==> src/rtl/bcd_if.sv <==
//------------------------------------------------------------------------------
// bcd_if
// Handshake and result bundle between the binary producer (multiplier side)
// and the bcd_converter.
//   start       producer -> converter  conversion request
//   bin_in      producer -> converter  unsigned binary value
//   busy        converter -> producer  conversion in progress
//   done        converter -> producer  one-cycle result-valid pulse
//   bcd_out     converter -> producer  packed BCD, digit 0 in bits [3:0]
//   num_digits  converter -> producer  count of significant digits (1..DIGITS)
//------------------------------------------------------------------------------
`timescale 1ns/1ps
interface bcd_if #(
    parameter int IN_WIDTH = 32,
    parameter int DIGITS   = 10
);
    logic                  start;
    logic [IN_WIDTH-1:0]   bin_in;
    logic                  busy;
    logic                  done;
    logic [4*DIGITS-1:0]   bcd_out;
    logic [3:0]            num_digits;

    modport master (
        output start, bin_in,
        input  busy, done, bcd_out, num_digits
    );

    modport slave (
        input  start, bin_in,
        output busy, done, bcd_out, num_digits
    );
endinterface

==> src/rtl/bcd_converter.sv <==
//------------------------------------------------------------------------------
// bcd_converter
// Sequential binary-to-BCD converter (double dabble), one input bit per clock.
// A conversion takes IN_WIDTH cycles in SHIFT; the result is registered into
// bcd_out/num_digits together with a one-cycle done pulse.
// Ports:
//   clk    system clock, rising edge
//   rst_n  synchronous active-low reset
//   bus    bcd_if.slave: start/bin_in in, busy/done/bcd_out/num_digits out
//------------------------------------------------------------------------------
`timescale 1ns/1ps
module bcd_converter #(
    parameter int IN_WIDTH = 32,
    parameter int DIGITS   = 10
) (
    input  logic  clk,
    input  logic  rst_n,
    bcd_if.slave  bus
);

    localparam int BCD_W = 4 * DIGITS;
    localparam int CNT_W = 5;

    typedef enum logic {
        IDLE  = 1'b0,
        SHIFT = 1'b1
    } state_t;

    state_t               state_q, state_d;
    logic [IN_WIDTH-1:0]  bin_q, bin_d;
    logic [BCD_W-1:0]     work_q, work_d;
    logic [CNT_W-1:0]     cnt_q, cnt_d;
    logic                 done_q, done_d;
    logic [BCD_W-1:0]     out_q, out_d;
    logic [3:0]           ndig_q, ndig_d;

    // Add 3 to every digit that is 5 or more, so the following left shift
    // carries correctly into the next decimal digit.
    function automatic logic [BCD_W-1:0] add3_correct(input logic [BCD_W-1:0] v);
        logic [BCD_W-1:0] r;
        r = v;
        for (int k = 0; k < DIGITS; k++) begin
            if (v[4*k +: 4] >= 4'd5) begin
                r[4*k +: 4] = v[4*k +: 4] + 4'd3;
            end
        end
        return r;
    endfunction

    // Position of the most significant nonzero digit plus one; an all-zero
    // value still reports a single digit.
    function automatic logic [3:0] sig_digits(input logic [BCD_W-1:0] v);
        logic [3:0] n;
        n = 4'd1;
        for (int k = 0; k < DIGITS; k++) begin
            if (v[4*k +: 4] != 4'd0) begin
                n = 4'(k + 1);
            end
        end
        return n;
    endfunction

    always_comb begin
        logic [BCD_W+IN_WIDTH-1:0] joint;

        state_d = state_q;
        bin_d   = bin_q;
        work_d  = work_q;
        cnt_d   = cnt_q;
        done_d  = 1'b0;
        out_d   = out_q;
        ndig_d  = ndig_q;
        joint   = '0;

        case (state_q)
            IDLE: begin
                if (bus.start) begin
                    bin_d   = bus.bin_in;
                    work_d  = '0;
                    cnt_d   = '0;
                    state_d = SHIFT;
                end
            end
            SHIFT: begin
                joint  = {add3_correct(work_q), bin_q} << 1;
                work_d = joint[BCD_W+IN_WIDTH-1 : IN_WIDTH];
                bin_d  = joint[IN_WIDTH-1:0];
                cnt_d  = cnt_q + 1'b1;
                if (cnt_q == CNT_W'(IN_WIDTH - 1)) begin
                    // Final iteration: publish the post-shift value directly.
                    out_d   = work_d;
                    ndig_d  = sig_digits(work_d);
                    done_d  = 1'b1;
                    state_d = IDLE;
                end
            end
            default: state_d = IDLE;
        endcase
    end

    always_ff @(posedge clk) begin
        if (!rst_n) begin
            state_q <= IDLE;
            bin_q   <= '0;
            work_q  <= '0;
            cnt_q   <= '0;
            done_q  <= 1'b0;
            out_q   <= '0;
            ndig_q  <= 4'd1;
        end else begin
            state_q <= state_d;
            bin_q   <= bin_d;
            work_q  <= work_d;
            cnt_q   <= cnt_d;
            done_q  <= done_d;
            out_q   <= out_d;
            ndig_q  <= ndig_d;
        end
    end

    // busy is a decode of the state register, so it stays glitch-free and
    // is never high together with done (done is only set on leaving SHIFT).
    assign bus.busy       = (state_q == SHIFT);
    assign bus.done       = done_q;
    assign bus.bcd_out    = out_q;
    assign bus.num_digits = ndig_q;

endmodule

==> src/flat_wrapper.sv <==
// flat-port wrapper written by rule: the top's interface ports become plain ports
module bcd_converter_flat 
#(
    parameter int IN_WIDTH = 32,
    parameter int DIGITS   = 10
)
  (clk, rst_n, bus_start, bus_bin_in, bus_busy, bus_done, bus_bcd_out, bus_num_digits);
  bcd_if #(.IN_WIDTH(IN_WIDTH), .DIGITS(DIGITS)) bus_i ();
  input  logic clk;
  input  logic rst_n;
  input wire logic [$bits(bus_i.start)-1:0] bus_start;
  input wire logic [$bits(bus_i.bin_in)-1:0] bus_bin_in;
  output wire logic [$bits(bus_i.busy)-1:0] bus_busy;
  output wire logic [$bits(bus_i.done)-1:0] bus_done;
  output wire logic [$bits(bus_i.bcd_out)-1:0] bus_bcd_out;
  output wire logic [$bits(bus_i.num_digits)-1:0] bus_num_digits;
  assign bus_i.start = bus_start;
  assign bus_i.bin_in = bus_bin_in;
  assign bus_busy = bus_i.busy;
  assign bus_done = bus_i.done;
  assign bus_bcd_out = bus_i.bcd_out;
  assign bus_num_digits = bus_i.num_digits;
  bcd_converter #(.IN_WIDTH(IN_WIDTH), .DIGITS(DIGITS)) u_core (.clk(clk), .rst_n(rst_n), .bus(bus_i));
endmodule
==> config.mk <==
export PLATFORM = sky130hd
export DESIGN_NAME = bcd_converter_flat
export DESIGN_NICKNAME = d
export VERILOG_FILES = /design/src/rtl/bcd_if.sv /design/src/rtl/bcd_converter.sv /design/src/flat_wrapper.sv
export SDC_FILE = /design/constraint.sdc
export NUM_CORES = 1
export LEC_CHECK = 0
export CORE_ASPECT_RATIO = 0.9
export CORE_MARGIN = 3
export CORE_UTILIZATION = 30
export DETAILED_ROUTE_END_ITERATION = 10
export SYNTH_ARGS = -nofsm -noshare
export SYNTH_HDL_FRONTEND = slang
export SYNTH_SLANG_ARGS = --single-unit
==> constraint.sdc <==
create_clock -name clk -period 2.8 [get_ports clk]
set_clock_uncertainty 0.15 [all_clocks]
set_input_delay 0.28 -clock clk [delete_from_list [all_inputs] [get_ports clk]]
set_output_delay 0.28 -clock clk [all_outputs]
set_load 0.01 [all_outputs]
==> results of run 1 <==
## cell type report
class	count	area, um^2	share of cell area
Tap cell	250	313	0.0411
Clock inverter	6	60.1	0.00788
Clock buffer	25	507	0.0665
Inverter	25	95.1	0.0125
Timing Repair Buffer	94	938	0.123
Multi-Input combinational cell	546	3240	0.425
Sequential cell	123	2470	0.324
## placed cells by master, fill, tap and decap left out, drive strengths merged, types with 13 or more instances in the layout
| cell | count |
|---|---|
| nor2 | 135 |
| dfxtp | 123 |
| a21oi | 107 |
| clkdlybuf4s50 | 79 |
| nand2 | 52 |
| mux2i | 44 |
| nor3 | 31 |
| nor3b | 28 |
| clkbuf | 25 |
| inv | 24 |
| ha | 22 |
| o21ai | 19 |
| a211oi | 15 |
| buf | 15 |
| nand2b | 13 |
## metal layers
metal / track usage / up-vias / wire, um
met1: 0.197 / 2354 / 7500
met2: 0.200 / 102 / 6140
met4: 0.0404 / 0 / 119
met3: 0.0500 / 14 / 822
li1: - / 2685 / -
met5: 0 / - / 0
## state kept, by name (all words and copies together), names as in the netlist
signal and count:
u_core.bus.num_digits 4, u_core.work_q 40, u_core.bin_q 32, u_core.bus.bcd_out 40, u_core.cnt_q 5, u_core.bus.done 1, u_core.bus.busy 1
## worst max-delay path by stage
stage,end,cells past startpoint
detailed placement,u_core.bus.num_digits[2],8
finish,u_core.bus.num_digits[2],8
floorplan,u_core.bus.num_digits[2],8
global placement,u_core.bus.num_digits[2],8
CTS,u_core.bus.num_digits[2],8
global route,u_core.bus.num_digits[1],8
## power groups by stage
stage               registers (mW)  logic, mW  clock network, mW
floorplan                     1.83      0.164                  0
global placement              1.85      0.245                  0
detailed placement            1.85      0.248                  0
CTS                           1.81      0.249               2.18
global route                  1.82      0.275               2.27
finish                        1.81      0.247               2.13
## stage by stage
stage | util | setup WS (ps)
global placement | 0.364 | 340
global route | 0.393 | 142
floorplan | - | 512
finish | 0.393 | 272
CTS | 0.393 | 293
detailed placement | 0.364 | 326
## worst register-to-register path, cell delays in order (launching register included)
cell and delay (ps):
dfxtp_1 430, inv_1 90, ha_1 280, nor2b_1 180
o21ai_1 230, o2111ai_1 210, or4b_1 510, and4bb_1 280
nor3_1 40
## kinds of logic after synthesis
group	after synthesis	synth area share
adders and majority gates	22	0.0460
and+or+nand+nor	295	0.236
muxes	46	0.0774
buffers and inverters	74	0.0470
DFF	123	0.412
xor gates and xnor gates	10	0.0146
AOI/OAI and AO/OA	173	0.167
==> run_results.csv, run 1 <==
group,metric,value,unit
yosys,ys_async_sr_fraction,0,
job,maxCapViolCount,0,
timing,clock.fmax,396,MHz
yosys,ys_seq_area_frac,0.412,
pwr,p_switching,0.959,mW
floorplanning,coreArea,19400,um^2
yosys,yosys-top-cells-count,"nor2_1, dfxtp_1, a21oi_1",
worst_setup_path,reg2reg_setup_slack,270,ps
clocking,post_cts_buffers,0,
placed_design,numPortBuffers,80,
timing,setup_viol,0,
floorplanning,die_area,21700,um^2
timing,whs,305,ps
clocking,cts_tree,"yes",
clocking,clkSlewWorstSetupHoldPaths,60,ps
grt,antenna_found_initial,0,
worst_setup_path,cp_num_buf_inv,1,
placed_design,gp_congestion,0.818,
detailed_routing,num_vias,5155,
yosys,syn-cell-area,5980,um^2
timing,timing.final.crit_period,2530,ps
clocking,clock_sinks,123,
detailed_routing,ant_nets,0,
pwr,p_int,3.23,mW
clocking,cts_max_path_buffers,2,
detailed_routing,drc_errors,0,
detailed_routing,drt-total-wl,14600,um
worst_setup_path,reg2reg_depth,8,
clocking,hold_buffers,0,
timing,worst_slew_pin_slew,591,ps
finish,postLayoutCellArea,7620,um^2
clocking,cts_resized,0,
finish,diodes,0,
yosys,synth.distinct_cells,47,
grt,grt_max_degree,59,
pwr,power.leakage,2.88,nW
timing,setup-tns-final,0,ps
worst_setup_path,endpoint_kind,"flip-flop",
pwr,p_sw_frac,0.229,
detailed_routing,first_pass_iters,5,
worst_hold_path,worstHoldStart,"u_core.bus.bcd_out[37]",
worst_setup_path,worstSetupPathType,"reg2reg",
floorplanning,io_pins,81,
floorplanning,start_util,0.308,
yosys,syn_avg_cell_area,8.05,um^2
worst_setup_path,slowest_stage,"or4b_1",
grt,grt_use_total,0.139,
worst_setup_path,crit_family,"simple AND/OR/NAND/NOR gates",
yosys,synth_edf_count,0,
detailed_routing,first_iter_violations,292,
clocking,cts_buffers,17,
worst_hold_path,hold_depth,2,
clocking,clk-insertion-delay-late,420,ps
worst_setup_path,r2r_end,"u_core.bus.num_digits[2]",
worst_hold_path,min_to,"u_core.bus.bcd_out[37]",
yosys,syn_inst,743,
floorplanning,floorplan.rows,48,
finish,layout.cells.non_filler,1069,
worst_setup_path,worst-path-max-fanout,7,
floorplanning,die_w,155,um
finish,area_delta_synth_final,27.4,%
timing,maxSlewHeadroom,0.605,
pwr,peakVddDrop,0.000376,V
placed_design,place_area,7050,um^2
yosys,ys_warn_count,0,
yosys,syn-num-nets,800,
pwr,seqPwrFrac,0.433,
pwr,pwr-share-clk,0.508,
worst_setup_path,worstPathRequired,2940,ps
grt,grt_pass1_vias,4877,
finish,final_net_count,864,
run_status,run_status,"finished clean",
yosys,synth_area_leaders,"dfxtp_1, a21oi_1, nor2_1, mux2i_1, ha_1",
pwr,power,4.19,mW
placed_design,hpwl,9720,um
worst_setup_path,cp-start-kind,"flip-flop",
worst_setup_path,critPathArrivalTime,2670,ps
detailed_routing,vias_per_cell,4.82,
yosys,ys_ff_latch,123,
clocking,cts_max_level,4,
worst_setup_path,r2r-start,"u_core.work_q[20]",
grt,grt_pass1_wl,24800,um
worst_setup_path,startpoint,"u_core.work_q[20]",
floorplanning,die_h,140,um
finish,drive_gt1_frac,0.0635,
timing,finalCritPeriodShare,0.903,
yosys,synth_top_area_frac,0.412,
yosys,synth_top_flop_cell,"dfxtp_1",
yosys,synth_top_area_cell,"dfxtp_1",
detailed_routing,detail_route.wl_per_cell,13.6,um
grt,grt_overflow_total,0,
clocking,clock-root-buffer,"clkbuf_16",
timing,maxSlewViolCount,0,
worst_setup_path,cpPeakStageDelay,510,ps
yosys,synth_most_common_cell,"nor2_1",
timing,rsz0062_at_grt,"no",
pwr,power_density,550,nW/um^2
finish,num-fill-cells,1982,
worst_hold_path,hold_class,"reg2reg",
worst_setup_path,path_cells,"inv_1 > ha_1 > nor2b_1 > o21ai_1 > o2111ai_1 > or4b_1 > and4bb_1 > nor3_1",
placed_design,placedCellCount,1038,
pwr,p_comb_frac,0.059,
timing,finalHoldViolations,0,
No activity file was read; power rests on OpenSTA's default activity.
==> run 2: changes to the inputs <==
--- a/config.mk
+++ b/config.mk
@@ -9,6 +9,7 @@
 export CORE_MARGIN = 3
 export CORE_UTILIZATION = 30
 export DETAILED_ROUTE_END_ITERATION = 10
+export PLACE_DENSITY_LB_ADDON = 0.2
 export SYNTH_ARGS = -nofsm -noshare
 export SYNTH_HDL_FRONTEND = slang
 export SYNTH_SLANG_ARGS = --single-unit
==> run 2 against run 1 <==
Net effect: final area down 0.11%; largest power group unchanged; via count down 0.50%; sequential share of layout area about the same; total power down 0.46%; sequential power about the same; global-route usage up 0.12 points; maximum frequency about the same; clock-buffer cell count unchanged; highest routed layer unchanged; cell count up 0.28%; die area unchanged; critical path type unchanged.
==> run_results.csv, run 2 (same netlist as run 1, synthesis figures left out) <==
group,metric,value,unit
clocking,post_cts_buffers,0,
worst_hold_path,hold_depth,4,
worst_setup_path,cp-start-kind,"flip-flop",
placed_design,numPortBuffers,80,
finish,final_common_cell,"nor2_1",
pwr,power_density,548,nW/um^2
floorplanning,start_util,0.308,
timing,setup-tns-final,0,ps
detailed_routing,drc_errors,0,
grt,antenna_found_initial,0,
placed_design,place_area,7040,um^2
finish,multi_input_area,3240,um^2
worst_setup_path,endpoint_kind,"flip-flop",
worst_setup_path,worstPathRequired,2960,ps
finish,area_delta_synth_final,27.2,%
clocking,clock_sinks,123,
finish,final_cell_mix,"nor2_1, dfxtp_1, a21oi_1",
timing,maxSlewHeadroom,0.646,
worst_hold_path,hold_class,"in2reg",
clocking,clock-root-buffer,"clkbuf_16",
clocking,clk-insertion-delay-late,420,ps
finish,diodes,0,
timing,finalCritPeriodShare,0.903,
floorplanning,die_w,155,um
timing,finalHoldViolations,0,
floorplanning,floorplan.rows,48,
clocking,cts_resized,0,
floorplanning,die_area,21700,um^2
floorplanning,io_pins,81,
timing,worst_slew_pin_slew,531,ps
floorplanning,coreArea,19400,um^2
worst_setup_path,cpPeakStageDelay,530,ps
detailed_routing,first_iter_violations,228,
pwr,peakVddDrop,0.000392,V
clocking,cts_max_path_buffers,2,
job,maxCapViolCount,0,
grt,grt_max_degree,53,
clocking,cts_tree,"yes",
worst_setup_path,critPathArrivalTime,2680,ps
pwr,power,4.17,mW
grt,grt_pass1_vias,4876,
clocking,clkSlewWorstSetupHoldPaths,60,ps
clocking,cts_buffers,17,
floorplanning,die_h,140,um
timing,rsz0062_at_grt,"no",
worst_setup_path,path_cells,"inv_1 > ha_1 > nor2b_1 > o21ai_1 > o2111ai_1 > or4b_1 > and4bb_1 > nor3_1",
finish,drive_gt1_frac,0.0681,
finish,final_net_count,866,
timing,setup_viol,0,
grt,grt_use_total,0.141,
clocking,hold_buffers,0,
worst_setup_path,slowest_stage,"or4b_1",
detailed_routing,ant_nets,0,
placed_design,hpwl,9900,um
finish,seq_area,2470,um^2
timing,maxSlewViolCount,0,
clocking,cts_max_level,4,
finish,postLayoutCellArea,7610,um^2
timing,timing.final.crit_period,2530,ps
detailed_routing,drt-total-wl,14700,um
run_status,run_status,"finished clean",
worst_setup_path,worst-path-max-fanout,7,
finish,num-fill-cells,1986,
detailed_routing,vias_per_cell,4.78,
detailed_routing,num_vias,5129,
worst_setup_path,reg2reg_depth,8,
detailed_routing,first_pass_iters,4,
grt,grt_overflow_total,0,
detailed_routing,detail_route.wl_per_cell,13.7,um
placed_design,gp_congestion,0.786,
timing,clock.fmax,395,MHz
finish,final_core_util,0.392,
worst_setup_path,worstSetupPathType,"reg2reg",
grt,grt_pass1_wl,24900,um
pwr,power.leakage,2.89,nW
-- run 2: changes by cell type in the layout (fill, tap and decap cells not counted) --
| cell | before | now |
|---|---|---|
| clkbuf_16 | 18 | 17 |
| clkinv_2 | 4 | 6 |
| clkinvlp_4 | 2 | 1 |
| clkbuf_8 | 3 | 5 |
| buf_12 | 3 | 1 |
| buf_4 | 11 | 15 |
| clkbuf_1 | 4 | 3 |
-- run 2: power breakdown --
group / internal (mW) / total, mW / switching, mW
Clock: 1.33 / 2.11 / 0.782
Sequential: 1.78 / 1.81 / 0.0236
Combinational: 0.111 / 0.252 / 0.141
-- run 2: path summary, 6_finish.rpt --
kind / from / to / slack (ps)
max reg2reg: u_core.work_q[20] / u_core.bus.num_digits[2] / 270
max: u_core.work_q[20] / u_core.bus.num_digits[2] / 270
min: bus_start / u_core.bus.busy / 250
min reg2reg: u_core.bus.bcd_out[38] / u_core.bus.bcd_out[38] / 300
-- run 2: critical path, delay by kind of cell, from the launching register on --
kind                       cells  cell delay, ps
AOI/OAI and AO/OA              2             430
adders and majority gates      1             280
buffers and inverters          1              90
DFF                            1             430
and+or+nand+nor                4            1030
-- run 2: per-stage QoR --
| stage | hold WS (ps) | instances | setup slack (ps) |
|---|---|---|---|
| floorplan | 268 | 743 | 512 |
| global placement | 295 | 1040 | 321 |
| detailed placement | 298 | 1040 | 316 |
| CTS | 224 | 1072 | 298 |
| global route | 281 | 1072 | 71.6 |
| finish | 246 | 1072 | 271 |
-- run 2: routing by layer --
| metal | share of wire | global-route usage |
|---|---|---|
| met4 | 0.0095 | 0.0414 |
| met5 | 0 | 0 |
| met1 | 0.52 | 0.197 |
| met3 | 0.051 | 0.0463 |
| met2 | 0.42 | 0.206 |
-- run 2: area by class of cell --
class,instances,share of cell area
repair buffers,96,0.122
flip-flops and latches,123,0.324
clock inverters,7,0.00822
well taps,250,0.0411
clock buffers,25,0.0664
inverters,25,0.0125
multi-input cells,546,0.426
